[config.mk]
export PLATFORM = sky130hd
export DESIGN_NAME = hazard_control_unit
export DESIGN_NICKNAME = d
export VERILOG_FILES = /design/src/rtl/hazard_pkg.sv /design/src/rtl/hazard_control_unit_sat_counter.sv /design/src/rtl/hazard_control_unit.sv
export SDC_FILE = /design/constraint.sdc
export NUM_CORES = 1
export LEC_CHECK = 0
export ABC_AREA = 1
export BUFFER_PORTS_ARGS = -buffer_cell sky130_fd_sc_hd__buf_2
export CORE_MARGIN = 8
export CORE_UTILIZATION = 40
export CTS_CLUSTER_SIZE = 25
export DETAILED_ROUTE_END_ITERATION = 8
export PLACE_DENSITY = 0.66
export SYNTH_ARGS = -nofsm -noshare
export SYNTH_HDL_FRONTEND = slang
export SYNTH_SLANG_ARGS = --single-unit
[constraint.sdc]
create_clock -name clk -period 1.8 [get_ports clk]
set_input_delay 0.45 -clock clk [delete_from_list [all_inputs] [get_ports clk]]
set_output_delay 0.45 -clock clk [all_outputs]
set_load 0.02 [all_outputs]
[src/rtl/hazard_pkg.sv]
// Shared types and constants for the pipeline hazard control unit.
package hazard_pkg;

   localparam int REG_IDX_W = 5;
   localparam logic [REG_IDX_W-1:0] REG_ZERO = '0;

   typedef enum logic [0:0] {
      IDLE     = 1'b0,
      MEM_WAIT = 1'b1
   } hcu_state_t;

   // True when a non-x0 destination matches either decode source register
   function automatic logic reg_hit(
      input logic [REG_IDX_W-1:0] rd,
      input logic [REG_IDX_W-1:0] rs1,
      input logic [REG_IDX_W-1:0] rs2
   );
      return (rd != REG_ZERO) && ((rd == rs1) || (rd == rs2));
   endfunction

endpackage

[src/rtl/hazard_control_unit_sat_counter.sv]
// Saturating up-counter with synchronous reset; stops at all-ones.
module sat_counter #(
   parameter int WIDTH = 16
) (
   input  logic             clk,
   input  logic             rst,
   input  logic             en,
   output logic [WIDTH-1:0] count
);

   // Count enabled cycles, holding at the maximum value instead of wrapping
   always_ff @(posedge clk) begin
      if (rst) begin
         count <= '0;
      end else if (en && (count != {WIDTH{1'b1}})) begin
         count <= count + WIDTH'(1);
      end
   end

endmodule

[src/rtl/hazard_control_unit.sv]
// Pipeline hazard control: memory-wait stalls with timeout, branch flushes
// and load-use interlocks, plus a saturating stall-cycle counter.
module hazard_control_unit
   import hazard_pkg::*;
#(
   parameter int unsigned MEM_TIMEOUT = 15,
   parameter int unsigned CNT_W       = 16
) (
   input  logic                 clk,
   input  logic                 rst,
   input  logic [REG_IDX_W-1:0] rs1_decode,
   input  logic [REG_IDX_W-1:0] rs2_decode,
   input  logic [REG_IDX_W-1:0] rd_execute,
   input  logic                 mem_read_execute,
   input  logic                 mem_access_memory,
   input  logic                 mem_ready,
   input  logic                 branch_taken_execute,
   output logic                 stall_fetch,
   output logic                 stall_decode,
   output logic                 stall_execute,
   output logic                 stall_memory,
   output logic                 flush_decode,
   output logic                 flush_execute,
   output logic                 mem_timeout,
   output logic [CNT_W-1:0]     stall_cycles
);

   localparam logic [7:0] TIMEOUT_LIMIT = 8'(MEM_TIMEOUT);

   hcu_state_t state;
   hcu_state_t state_next;
   logic [7:0] wait_cnt;
   logic [7:0] wait_next;
   logic       timeout_set;
   logic       mem_stall_raw;
   logic       mem_stall;
   logic       flush;
   logic       load_use;
   logic       any_stall;

   // Memory-wait FSM: decides the stall for this cycle and the next wait state
   always_comb begin
      state_next    = state;
      wait_next     = wait_cnt;
      timeout_set   = 1'b0;
      mem_stall_raw = 1'b0;
      case (state)
         IDLE: begin
            if (mem_access_memory && !mem_ready) begin
               mem_stall_raw = 1'b1;
               state_next    = MEM_WAIT;
               wait_next     = 8'd1;
            end
         end
         MEM_WAIT: begin
            if (mem_ready) begin
               state_next = IDLE;
               wait_next  = 8'd0;
            end else if (wait_cnt < TIMEOUT_LIMIT) begin
               mem_stall_raw = 1'b1;
               wait_next     = wait_cnt + 8'd1;
            end else begin
               timeout_set = 1'b1;
               state_next  = IDLE;
               wait_next   = 8'd0;
            end
         end
         default: begin
            state_next = IDLE;
            wait_next  = 8'd0;
         end
      endcase
   end

   // Output priority: memory wait, then branch flush, then load-use; reset silences all
   always_comb begin
      mem_stall = !rst && mem_stall_raw;
      flush     = !rst && !mem_stall && branch_taken_execute;
      load_use  = !rst && !mem_stall && !branch_taken_execute && mem_read_execute
                  && reg_hit(rd_execute, rs1_decode, rs2_decode);

      stall_fetch   = mem_stall || load_use;
      stall_decode  = mem_stall || load_use;
      stall_execute = mem_stall;
      stall_memory  = mem_stall;
      flush_decode  = flush;
      flush_execute = flush || load_use;
      any_stall     = mem_stall || load_use;
   end

   // State, wait counter and sticky timeout flag
   always_ff @(posedge clk) begin
      if (rst) begin
         state       <= IDLE;
         wait_cnt    <= 8'd0;
         mem_timeout <= 1'b0;
      end else begin
         state    <= state_next;
         wait_cnt <= wait_next;
         if (timeout_set) begin
            mem_timeout <= 1'b1;
         end
      end
   end

   sat_counter #(
      .WIDTH (CNT_W)
   ) u_stall_counter (
      .clk   (clk),
      .rst   (rst),
      .en    (any_stall),
      .count (stall_cycles)
   );

endmodule

# Word level (Yosys, flattened, before mapping)
# Index checks and enable logic that the tools add are counted.
# totals
output_inout_bits	23
regBits	26
wordCells	40
# op_classes
order_cmp	1
n_addsub	2
eq_ne	4
n_reduce_logical	17
mux	11
n_bitwise	1
# op_table
op	count
two-way mux 8 bit	3
adder 16 x 1 -> 16 bit, second input constant	1
!= test 16 bit, second input constant	1
case mux 8 bit (2 select lines)	1
equality test 5 bit	2
logical AND 1 bit	9
adder 8 x 1 -> 8 bit, second input constant	1
< comparator 8 x 4 -> 1 bit, second input constant	1
two-way mux 1 bit	6
nonzero test 5 bit	1
logical NOT 1 bit	4
logical OR 1 bit	3
!= test 2 bit, second input constant	1
case mux 1 bit (2 select lines)	1
inverter 1 bit	1

# Longest topological paths before layout
# Gate-level depths: netlist (run 1).
# depth
depth_word	12
ltp_mapped	12
mapped_depth_nobuf	12

# By module
# A second synthesis (run 1) with hierarchy kept.
# unflattened
cells_unflattened	250
hier_area_um2	1572.8
# by_module_without_submodules
mod	instances	area_per_inst_um2	cells_each	seq_area_each_um2
sat_counter	1	929.6	149	320.3
hazard_control_unit	1	643.1	101	200.2

# Worst setup path after synthesis (run 1)
# Ideal clock, no wire load.
# synth_path
kind	register to output
startpoint	register wait_cnt[0]
endpoint	output port stall_fetch
arrival_ps	1379
setup_slack_ps	-29
path_stages_with_launch	10
path_cell_list	dfxtp_1 ha_1 nand3_1 nand4_2 nand3_2 nor2_2 nand2_2 nand2_4 buf_6 buf_4
# synth_between
elab_chain_len	11
# synth_lines
element	line	source
start, declared	hazard_control_unit.sv:32	logic [7:0] wait_cnt;
start signal, assigned	hazard_control_unit.sv:99	wait_cnt <= wait_next;
< comparator 8 x 4 -> 1 bit *	hazard_control_unit.sv:59	end else if (wait_cnt < TIMEOUT_LIMIT) begin
two-way mux 1 bit *	hazard_control_unit.sv:59	
two-way mux 1 bit *	hazard_control_unit.sv:56	if (mem_ready) begin
case mux 1 bit (2 select lines) *	hazard_control_unit.sv:47	case (state)
logical AND 1 bit *	hazard_control_unit.sv:77	mem_stall = !rst && mem_stall_raw;
logical NOT 1 bit	hazard_control_unit.sv:79	load_use = !rst && !mem_stall && !branch_taken_execute && mem_read_execute
logical AND 1 bit (3 in a row)	hazard_control_unit.sv:79	
logical AND 1 bit	hazard_control_unit.sv:80	&& reg_hit(rd_execute, rs1_decode, rs2_decode);
logical OR 1 bit *	--	
end, declared	hazard_control_unit.sv:18	output logic stall_fetch,
# Mark *: on every way between the ends. The rest lies on a longest branch, timed or not.

# Final worst setup path (run 1)
# layout_path
startpoint	register wait_cnt[0]
endpoint	output port stall_decode
# layout_between
elab_chain_len	11
# layout_lines
element	line	source
< comparator 8 x 4 -> 1 bit *	hazard_control_unit.sv:59	
two-way mux 1 bit *	hazard_control_unit.sv:59	
two-way mux 1 bit *	hazard_control_unit.sv:56	
case mux 1 bit (2 select lines) *	hazard_control_unit.sv:47	
logical AND 1 bit *	hazard_control_unit.sv:77	
logical NOT 1 bit	hazard_control_unit.sv:79	
logical AND 1 bit (3 in a row)	hazard_control_unit.sv:79	
logical AND 1 bit	hazard_control_unit.sv:80	
logical OR 1 bit *	hazard_control_unit.sv:83	stall_decode = mem_stall || load_use;
end, declared	hazard_control_unit.sv:19	output logic stall_decode,
# Marked as above.

==> results of run 1 <==
-- cells by family (layout without fill, tap and decap cells) --
family | count (synthesis) | count (layout) | share of synthesized area [%]
buf+inv | 36 | 102 | 9.98
compound gates | 19 | 19 | 6.83
fa+ha+maj | 2 | 2 | 1.57
xor+xnor | 11 | 11 | 6.05
flops | 26 | 26 | 32.7
simple gates | 150 | 150 | 42.9
-- critical path, delay by kind of cell, from the launching register on --
kind / cells / cell delay [ps]
buffers and inverters: 1 / 130
and+or+nand+nor: 6 / 550
adders and majority gates: 1 / 150
DFF: 1 / 370
-- state kept, by name, summed over array words and instances, names as in the netlist --
name / flops
mem_timeout: 1
state: 1
u_stall_counter.count: 16
wait_cnt: 8
-- metrics by stage --
stage	hold slack [ps]	utilization (%)
final	461	55.9
after global routing	468	55.9
after CTS	456	54.3
after detailed placement	435	48.8
after global placement	428	48.8
after floorplan	419	-
-- timing repair --
action,in CTS,in global routing
pin swaps,4,5
gates resized for setup,19,6
cloned,0,1
buffers inserted,10,3
setup endpoints to repair,6,18
-- power by group through the flow --
stage | clock, mW | combinational, mW | sequential, mW
after floorplan | 0 | 0.127 | 0.630
after global placement | 0 | 0.213 | 0.618
after detailed placement | 0 | 0.215 | 0.619
after CTS | 0.503 | 0.240 | 0.606
after global routing | 0.526 | 0.285 | 0.610
final | 0.496 | 0.257 | 0.607
-- per-layer routing --
layer,vias to the layer above,wire length (um)
met5,-,0
met4,0,48
met3,4,142
met2,23,2140
met1,762,1860
li1,901,-
-- area by class of cell --
cell class              instances  area [sq um]
multi-input cells             182           958
fillers                       396          1730
clock buffers                   3          41.3
inverters                      30           113
repair buffers                 68           458
well taps                      50          62.6
flip-flops and latches         26           526
clock inverters                 1          30.0
-- final timing paths --
kind | slack, ps | endpoint | startpoint
worst min register to register | 460 | wait_cnt[5] | wait_cnt[5]
worst min-delay path | 460 | wait_cnt[5] | wait_cnt[5]
worst max register to register | -100 | wait_cnt[2] | wait_cnt[0]
worst max-delay path | -130 | stall_decode | wait_cnt[0]
-- layout by cell type, fill, tap and decap left out, types with 3 or more instances in the layout --
cell type,instances
nand2_1,53
nor2_1,51
buf_2,37
buf_4,25
nand3_1,23
inv_1,22
dfxtp_1,22
a21oi_1,14
xor2_1,8
inv_2,7
nor2_2,6
buf_6,4
dfxtp_2,4
xnor2_1,3
clkbuf_8,3
==> impl_metrics.toml, run 1 <==
[yosys]
synth_top_area_share_pct = 32.7
ys_types = 29
synth_area_sq_um = 1590
seq_area_frac_synth_pct = 32.7
synthFlopType = "dfxtp_1"
ys_ff_latch = 26
synth_common_cells = "nand2_1, nor2_1, dfxtp_1"
synth_edf_count = 0
async_flop_share_pct = 0
postSynthAreaPerCell_sq_um = 6.53
yosysMostFrequentCell = "nand2_1"
netlist_instances = 244
synth.top_cells.by_area = "dfxtp_1, nand2_1, nor2_1"
synth_fp_nets = 267
yosysWarnings = 0
synth.largest_area_cell = "dfxtp_1"

[critical_path]
worstSetupEndpointType = "output pin"
critPathSlowestCell = "dfxtp_2"
crit_required_ps = 1350
rr_worst_depth = 11
max_stage_delay_ps = 370
crit_chain = "ha_4 -> nand3_4 -> nand4_4 -> nand3_2 -> nor2_2 -> nand2_2 -> nand2_4 -> buf_6"
cp_data_arrival_time_ps = 1480
crit_type = "flip-flop to output pin"
startpoint_type = "flip-flop"
critical_path.max_fanout = 4

[sta]
drv_slew = 0
fin_worst_skew_ps = 2.43
grt_setup_unrepaired = "yes"
setup_viol = 7
tightest_slew_ps = 245
min_period_over_period_pct = 107
setup_tns_ps = -643
final_hold_viol_count = 0
timing.fmax_mhz = 519
fin_crit_ps = 1930
worst_slack_ps = -128
max_slew_margin_pct = 83.6

[min_path]
holdCritPathClass = "flip-flop to flip-flop"
whs_path_depth = 2

[detailed_routing]
wire_per_inst_um = 11.6
wl_um = 4190
vias = 1690
route.antenna.remaining_nets = 0
drc = 0
dr.pass1.iters = 4
via_per_inst = 4.69
drtIter0Drc = 119

[placement]
routabilityCongestion = 0.892
dp_hpwl_um = 3060
placed_cell_area_sq_um = 1910
numPortBuffers = 43
post-place-ws_ps = -48.4
dp.cells = 342

[global_route]
gr-total-overflow = 0
grt.met2_usage_pct = 25.4
grt_usage_pct = 13.9
grt_pass1_vias = 1670
grt_max_degree = 19
grt_use_met1_pct = 15.6
antenna_found_initial = 0
grt_pass1_wl_um = 7230
grt-busiest-layer = "met2"
use_met3_pct = 2.82

[power]
switching_power_uw = 352
p_seq_share_pct = 44.6
power.total_mw = 1.36
peakVddDrop_uv = 337
p_int_mw = 1.01
leakagePower_nw = 1.09
switching_share_pct = 25.9
cellPowerDensity_nw_per_um2 = 621
p_clk_share_pct = 36.4
combPwrFrac_pct = 18.9

[final_layout]
fin_nets = 334
antenna_cells = 0
stdcell_area_sq_um = 2190
layout.cells.non_filler = 360
drive_above_1_share_pct = 33.5
syn_to_final_growth_pct = 37.4

[die]
core_sq_um = 3910
die_height_um = 79.1
fp.dieW_um = 79.1
die_area_sq_um = 6260
start_util_pct = 40.7
io_pins = 44
rows = 23

[clock_tree]
cts_max_level = 1
cts-root-buf = "clkbuf_8"
clk_pin_slew_ps = 100
insertion_delay_ps = 270
hold_buffers = 0
numCtsBuffers = 3
cts_tree = "yes"
cts.sinks = 26
cts_buffer_depth = 2

[run_status]
violations = "negative setup slack"
status = "complete, but fails checks"

[job]
drv_cap = 0
Power figures use the tool's default switching activity.
==> run 2, diff against run 1 <==
- SYNTH_HIERARCHICAL: unset -> 1
==> run 2 against run 1 <==
Net effect:
- the run still ends with negative setup slack left
- register-to-register slack worse by 50 ps
- combinational power is 18% lower
- synthesized area is 1.3% lower
- non-clock buffer count stayed put
- final cell count is 1.7% higher
- via count is 4.3% higher
- synthesized cell count is 2.5% higher
==> impl_metrics.toml, run 2 <==
[sta]
worst_slack_ps = -152
whs_ps = 414
timing.fmax_mhz = 512
fin_crit_ps = 1950
setup_viol = 23
tightest_slew_ps = 531
drv_slew = 0
max_slew_margin_pct = 64.5
min_period_over_period_pct = 108
setup_tns_ps = -1690
final_hold_viol_count = 0
grt_setup_unrepaired = "yes"
fin_worst_skew_ps = 1.72

[critical_path]
crit_required_ps = 1350
startpoint_type = "flip-flop"
worstSetupEndpointType = "output pin"
cp_data_arrival_time_ps = 1500
crit_type = "flip-flop to output pin"
critical_path.max_fanout = 3
r2r_start = "wait_cnt[1]"
cp-startpoint = "wait_cnt[1]"

[clock_tree]
cts_buffer_depth = 2
cts-root-buf = "clkbuf_8"
cts_tree = "yes"
insertion_delay_ps = 270
numCtsBuffers = 3
clk_pin_slew_ps = 90
cts.sinks = 26
cts_max_level = 1

[global_route]
grt_pass1_vias = 1709
grt_usage_pct = 13.9
use_met3_pct = 2.25
gr-total-overflow = 0
grt_use_met1_pct = 16.2
grt_pass1_wl_um = 7290
grt_max_degree = 17
antenna_found_initial = 0
grt.met2_usage_pct = 24.7
grt-busiest-layer = "met2"

[yosys]
ys_ff_latch = 26
postSynthAreaPerCell_sq_um = 6.29
async_flop_share_pct = 0
synth.top_cells.by_area = "dfxtp_1, nand2_1, nor2_1"
seq_area_frac_synth_pct = 33.1
synth.largest_area_cell = "dfxtp_1"
netlist_instances = 250
yosysWarnings = 6
synth_area_sq_um = 1570
synthFlopType = "dfxtp_1"
synth_edf_count = 0
synth_common_cells = "nand2_1, nor2_1, dfxtp_1"
synth_top_area_share_pct = 33.1
yosysMostFrequentCell = "nand2_1"
synth_fp_nets = 273
ys_types = 26

[power]
combPwrFrac_pct = 17.8
p_int_uw = 878
switching_share_pct = 26.0
peakVddDrop_uv = 266
p_seq_share_pct = 49.7
leakagePower_nw = 1.08
switching_power_uw = 308
p_clk_share_pct = 32.4
cellPowerDensity_nw_per_um2 = 517

[final_layout]
reg.largest.list = "u_stall_counter/count (16), wait_cnt (8)"
final_common_cell = "nand2_1"
layout.cells.non_filler = 366
stdcell_area_sq_um = 2290
largest_reg_flops = 16
final_cell_mix = "nand2_1, nor2_1, buf_2"
syn_to_final_growth_pct = 45.9
drive_above_1_share_pct = 39.9
regMostFlops = "u_stall_counter/count"
fin_nets = 342
antenna_cells = 0

[die]
start_util_pct = 42.3
core_sq_um = 3720
die_height_um = 78.7
die_area_sq_um = 6190
rows = 22
io_pins = 44
fp.dieW_um = 78.7

[detailed_routing]
vias = 1762
via_per_inst = 4.81
route.antenna.remaining_nets = 0
dr.pass1.iters = 4
wire_per_inst_um = 11.8
wl_um = 4310
drtIter0Drc = 95
drc = 0

[placement]
dp.cells = 350
routabilityCongestion = 0.832
numPortBuffers = 43
placed_cell_area_sq_um = 1940
post-place-ws_ps = -149
dp_hpwl_um = 3080

[min_path]
holdCritPathClass = "input port to flip-flop"
holdCritStartpoint = "rst"

[run_status]
status = "complete, but fails checks"
violations = "negative setup slack"

[job]
drv_cap = 0
## run 2: cell count changes after synthesis, sizes merged, moves of 2 or more
cell / before / now
inv: 29 / 25
nand2: 57 / 73
nor2: 59 / 66
nand3: 26 / 22
buf: 5 / 3
xor2: 8 / 4
## run 2: timing repair
action | CTS | global route
hold buffers | 0 | 0
pin swaps | 8 | 12
setup buffers | 8 | 4
gates resized for setup | 35 | 23
endpoints found under the setup margin | 10 | 26
## run 2: layout make-up
type	count	area (sq um)
tap	48	60.1
fill	337	1420
multi-input combinational	195	1090
clock buffer	4	55.1
timing repair buffer	68	468
inverter	25	101
sequential	26	524
## run 2: final timing paths
check                               to  slack [ps]  cells past startpoint
max reg2reg  u_stall_counter/count[14]        -150                     16
min                        wait_cnt[1]         410                      2
min reg2reg                wait_cnt[6]         440                      2
max                      stall_execute        -150                      8
## run 2: per-stage QoR
stage          power, mW  util [%]
6_report            1.19      61.8
5_1_grt             1.25      61.8
4_1_cts             1.19      58.7
3_5_place_dp       0.774      52.2
3_3_place_gp       0.771      52.2
2_1_floorplan      0.705         -
## run 2: cells by family after synthesis
family                     after synthesis  synth area share, %
xor gates and xnor gates                 6                 3.34
AOI/OAI and AO/OA                       16                 5.81
and+or+nand+nor                        171                 48.4
DFF                                     26                 33.1
buffers and inverters                   29                 7.72
adders and majority gates                2                 1.59
## run 2: per-layer routing
layer / vias to the layer above / wire length, um
li1: 922 / -
met1: 790 / 1910
met2: 38 / 2150
met3: 12 / 131
met4: 0 / 112
met5: - / 0
## run 2: critical path, cell delays in order, from the launching register on
cell and delay (ps):
dfxtp_2 340, ha_4 160, nand3_2 70, nand4_1 140
nand2_1 120, nand2_2 80, buf_4 150, inv_4 50
buf_6 110
## run 2: power by group through the flow
stage	clock network [mW]	registers, mW	logic (mW)
4_1_cts	0.401	0.590	0.198
3_5_place_dp	0	0.603	0.171
3_3_place_gp	0	0.603	0.168
5_1_grt	0.423	0.591	0.233
6_report	0.385	0.590	0.212
2_1_floorplan	0	0.607	0.0975
==> run 3, diff against run 2 <==
- CTS_BUF_LIST: unset -> sky130_fd_sc_hd__clkbuf_8
- SKIP_LAST_GASP: unset -> 1
==> run 3 against run 2 <==
Net effect:
- the run still ends with negative setup slack left
- final cell count decreased by 0.27%
- critical path type unchanged
- die area unchanged
- wire length down 0.95%
- sequential power about the same
- combinational power is essentially flat
- highest routed layer unchanged
- flip-flop and latch count unchanged
- register-to-register slack improved by 30 ps
- setup slack got worse by 66 ps
- power grew 0.20%
- worst hold slack hardly changed
- critical endpoint is now stall_fetch
==> impl_metrics.toml, run 3 (synthesis gave the netlist of run 2 again) <==
[sta]
final_hold_viol_count = 0
setup_viol = 20
max_slew_margin_pct = 66.8
min_period_over_period_pct = 112
fin_worst_skew_ps = 1.52
tightest_slew_ps = 498
fin_crit_ps = 2020
drv_slew = 0
grt_setup_unrepaired = "yes"
timing.fmax_mhz = 496
whs_ps = 414
worst_slack_ps = -218

[placement]
routabilityCongestion = 0.832
dp_hpwl_um = 3080
dp.cells = 350
numPortBuffers = 43

[final_layout]
final_common_cell = "nand2_1"
regMostFlops = "u_stall_counter/count"
layout.cells.non_filler = 365
fillers = 334
largest_reg_flops = 16
fin_util_pct = 62.1
drive_above_1_share_pct = 40.1
final_cell_mix = "nand2_1, nor2_1, buf_2"
fin_nets = 341
syn_to_final_growth_pct = 46.6
antenna_cells = 0
reg.largest.list = "u_stall_counter/count (16), wait_cnt (8)"

[global_route]
antenna_found_initial = 0
gr-total-overflow = 0
grt_pass1_wl_um = 7020
grt_max_degree = 17
grt_usage_pct = 13.4
grt_pass1_vias = 1691

[die]
fp.dieW_um = 78.7
io_pins = 44
die_area_sq_um = 6190
rows = 22
die_height_um = 78.7
core_sq_um = 3720
start_util_pct = 42.3

[clock_tree]
cts_max_level = 1
clk_pin_slew_ps = 90
cts.sinks = 26
numCtsBuffers = 3
cts-root-buf = "clkbuf_8"
insertion_delay_ps = 270
cts_tree = "yes"
cts_buffer_depth = 2

[detailed_routing]
wl_um = 4260
vias = 1754
dr.pass1.iters = 5
wl_met2_um = 2160
drc = 0
route.antenna.remaining_nets = 0
drtIter0Drc = 93
top_layer_used = "met4"
wl_met1_um = 1860
wire_per_inst_um = 11.7
dr_wl_met3_um = 139
via_per_inst = 4.81

[critical_path]
regToRegSetupSlack_ps = -120
cp_data_arrival_time_ps = 1570
critical_path.max_fanout = 3
rr_worst_depth = 14
crit_required_ps = 1350
crit_type = "flip-flop to output pin"
startpoint_type = "flip-flop"
worstSetupEndpointType = "output pin"

[run_status]
status = "complete, but fails checks"
violations = "negative setup slack"

[min_path]
whs_path_depth = 2
holdCritPathClass = "input port to flip-flop"

[power]
leakagePower_nw = 1.09
power.total_mw = 1.19
cellPowerDensity_nw_per_um2 = 516
peakVddDrop_uv = 266

[job]
drv_cap = 0
-- run 3: worst paths after layout --
kind,to,from
setup / recovery,stall_fetch,wait_cnt[1]
hold / removal,wait_cnt[1],rst
setup reg to reg,u_stall_counter/count[13],wait_cnt[1]
hold reg to reg,wait_cnt[6],wait_cnt[6]
-- run 3: report_power, final --
| part | leakage (nW) | total [mW] | switching [mW] | internal (mW) |
|---|---|---|---|---|
| sequential | 0.211 | 0.590 | 0.00726 | 0.583 |
| combinational | 0.850 | 0.215 | 0.112 | 0.103 |
| clock | 0.0288 | 0.384 | 0.188 | 0.196 |
-- run 3: critical path, cell delays in order (launching register included) --
cell     delay, ps
dfxtp_2        360
ha_4           140
nand3_2         80
nand4_1        140
nand3_2         90
nor2_2         110
nand2_2         80
nand2_4         90
buf_12         100
buf_6          110
-- run 3: cell type report --
| cell class | count | area (sq um) | area share [%] |
|---|---|---|---|
| inverters | 25 | 101 | 4.40 |
| well taps | 48 | 60.1 | 2.60 |
| multi-input cells | 195 | 1090 | 47.2 |
| repair buffers | 67 | 477 | 20.7 |
| clock buffers | 4 | 55.1 | 2.39 |
| flip-flops and latches | 26 | 524 | 22.7 |
-- run 3: metrics by stage --
stage	TNS, ps	cell area [sq um]	setup slack (ps)
floorplan	-44.6	1600	-44.6
global placement	-371	1940	-112
detailed placement	-637	1940	-149
CTS	-1580	2130	-155
global route	-4930	2310	-336
finish	-1560	2310	-218
-- run 3: layer usage --
layer  GRT usage, %  vias up
li1               -      918
met1           15.5      783
met2           23.3       41
met3           2.25       12
met4           6.67        0
met5              0        -
-- run 3: timing repair --
item | 4_1_cts | 5_1_grt
endpoints found under the hold margin | 0 | 0
gates resized for setup | 24 | 36
endpoints found under the setup margin | 10 | 26
buffers inserted | 8 | 3
pin swaps | 5 | 14
hold buffers | 0 | 0
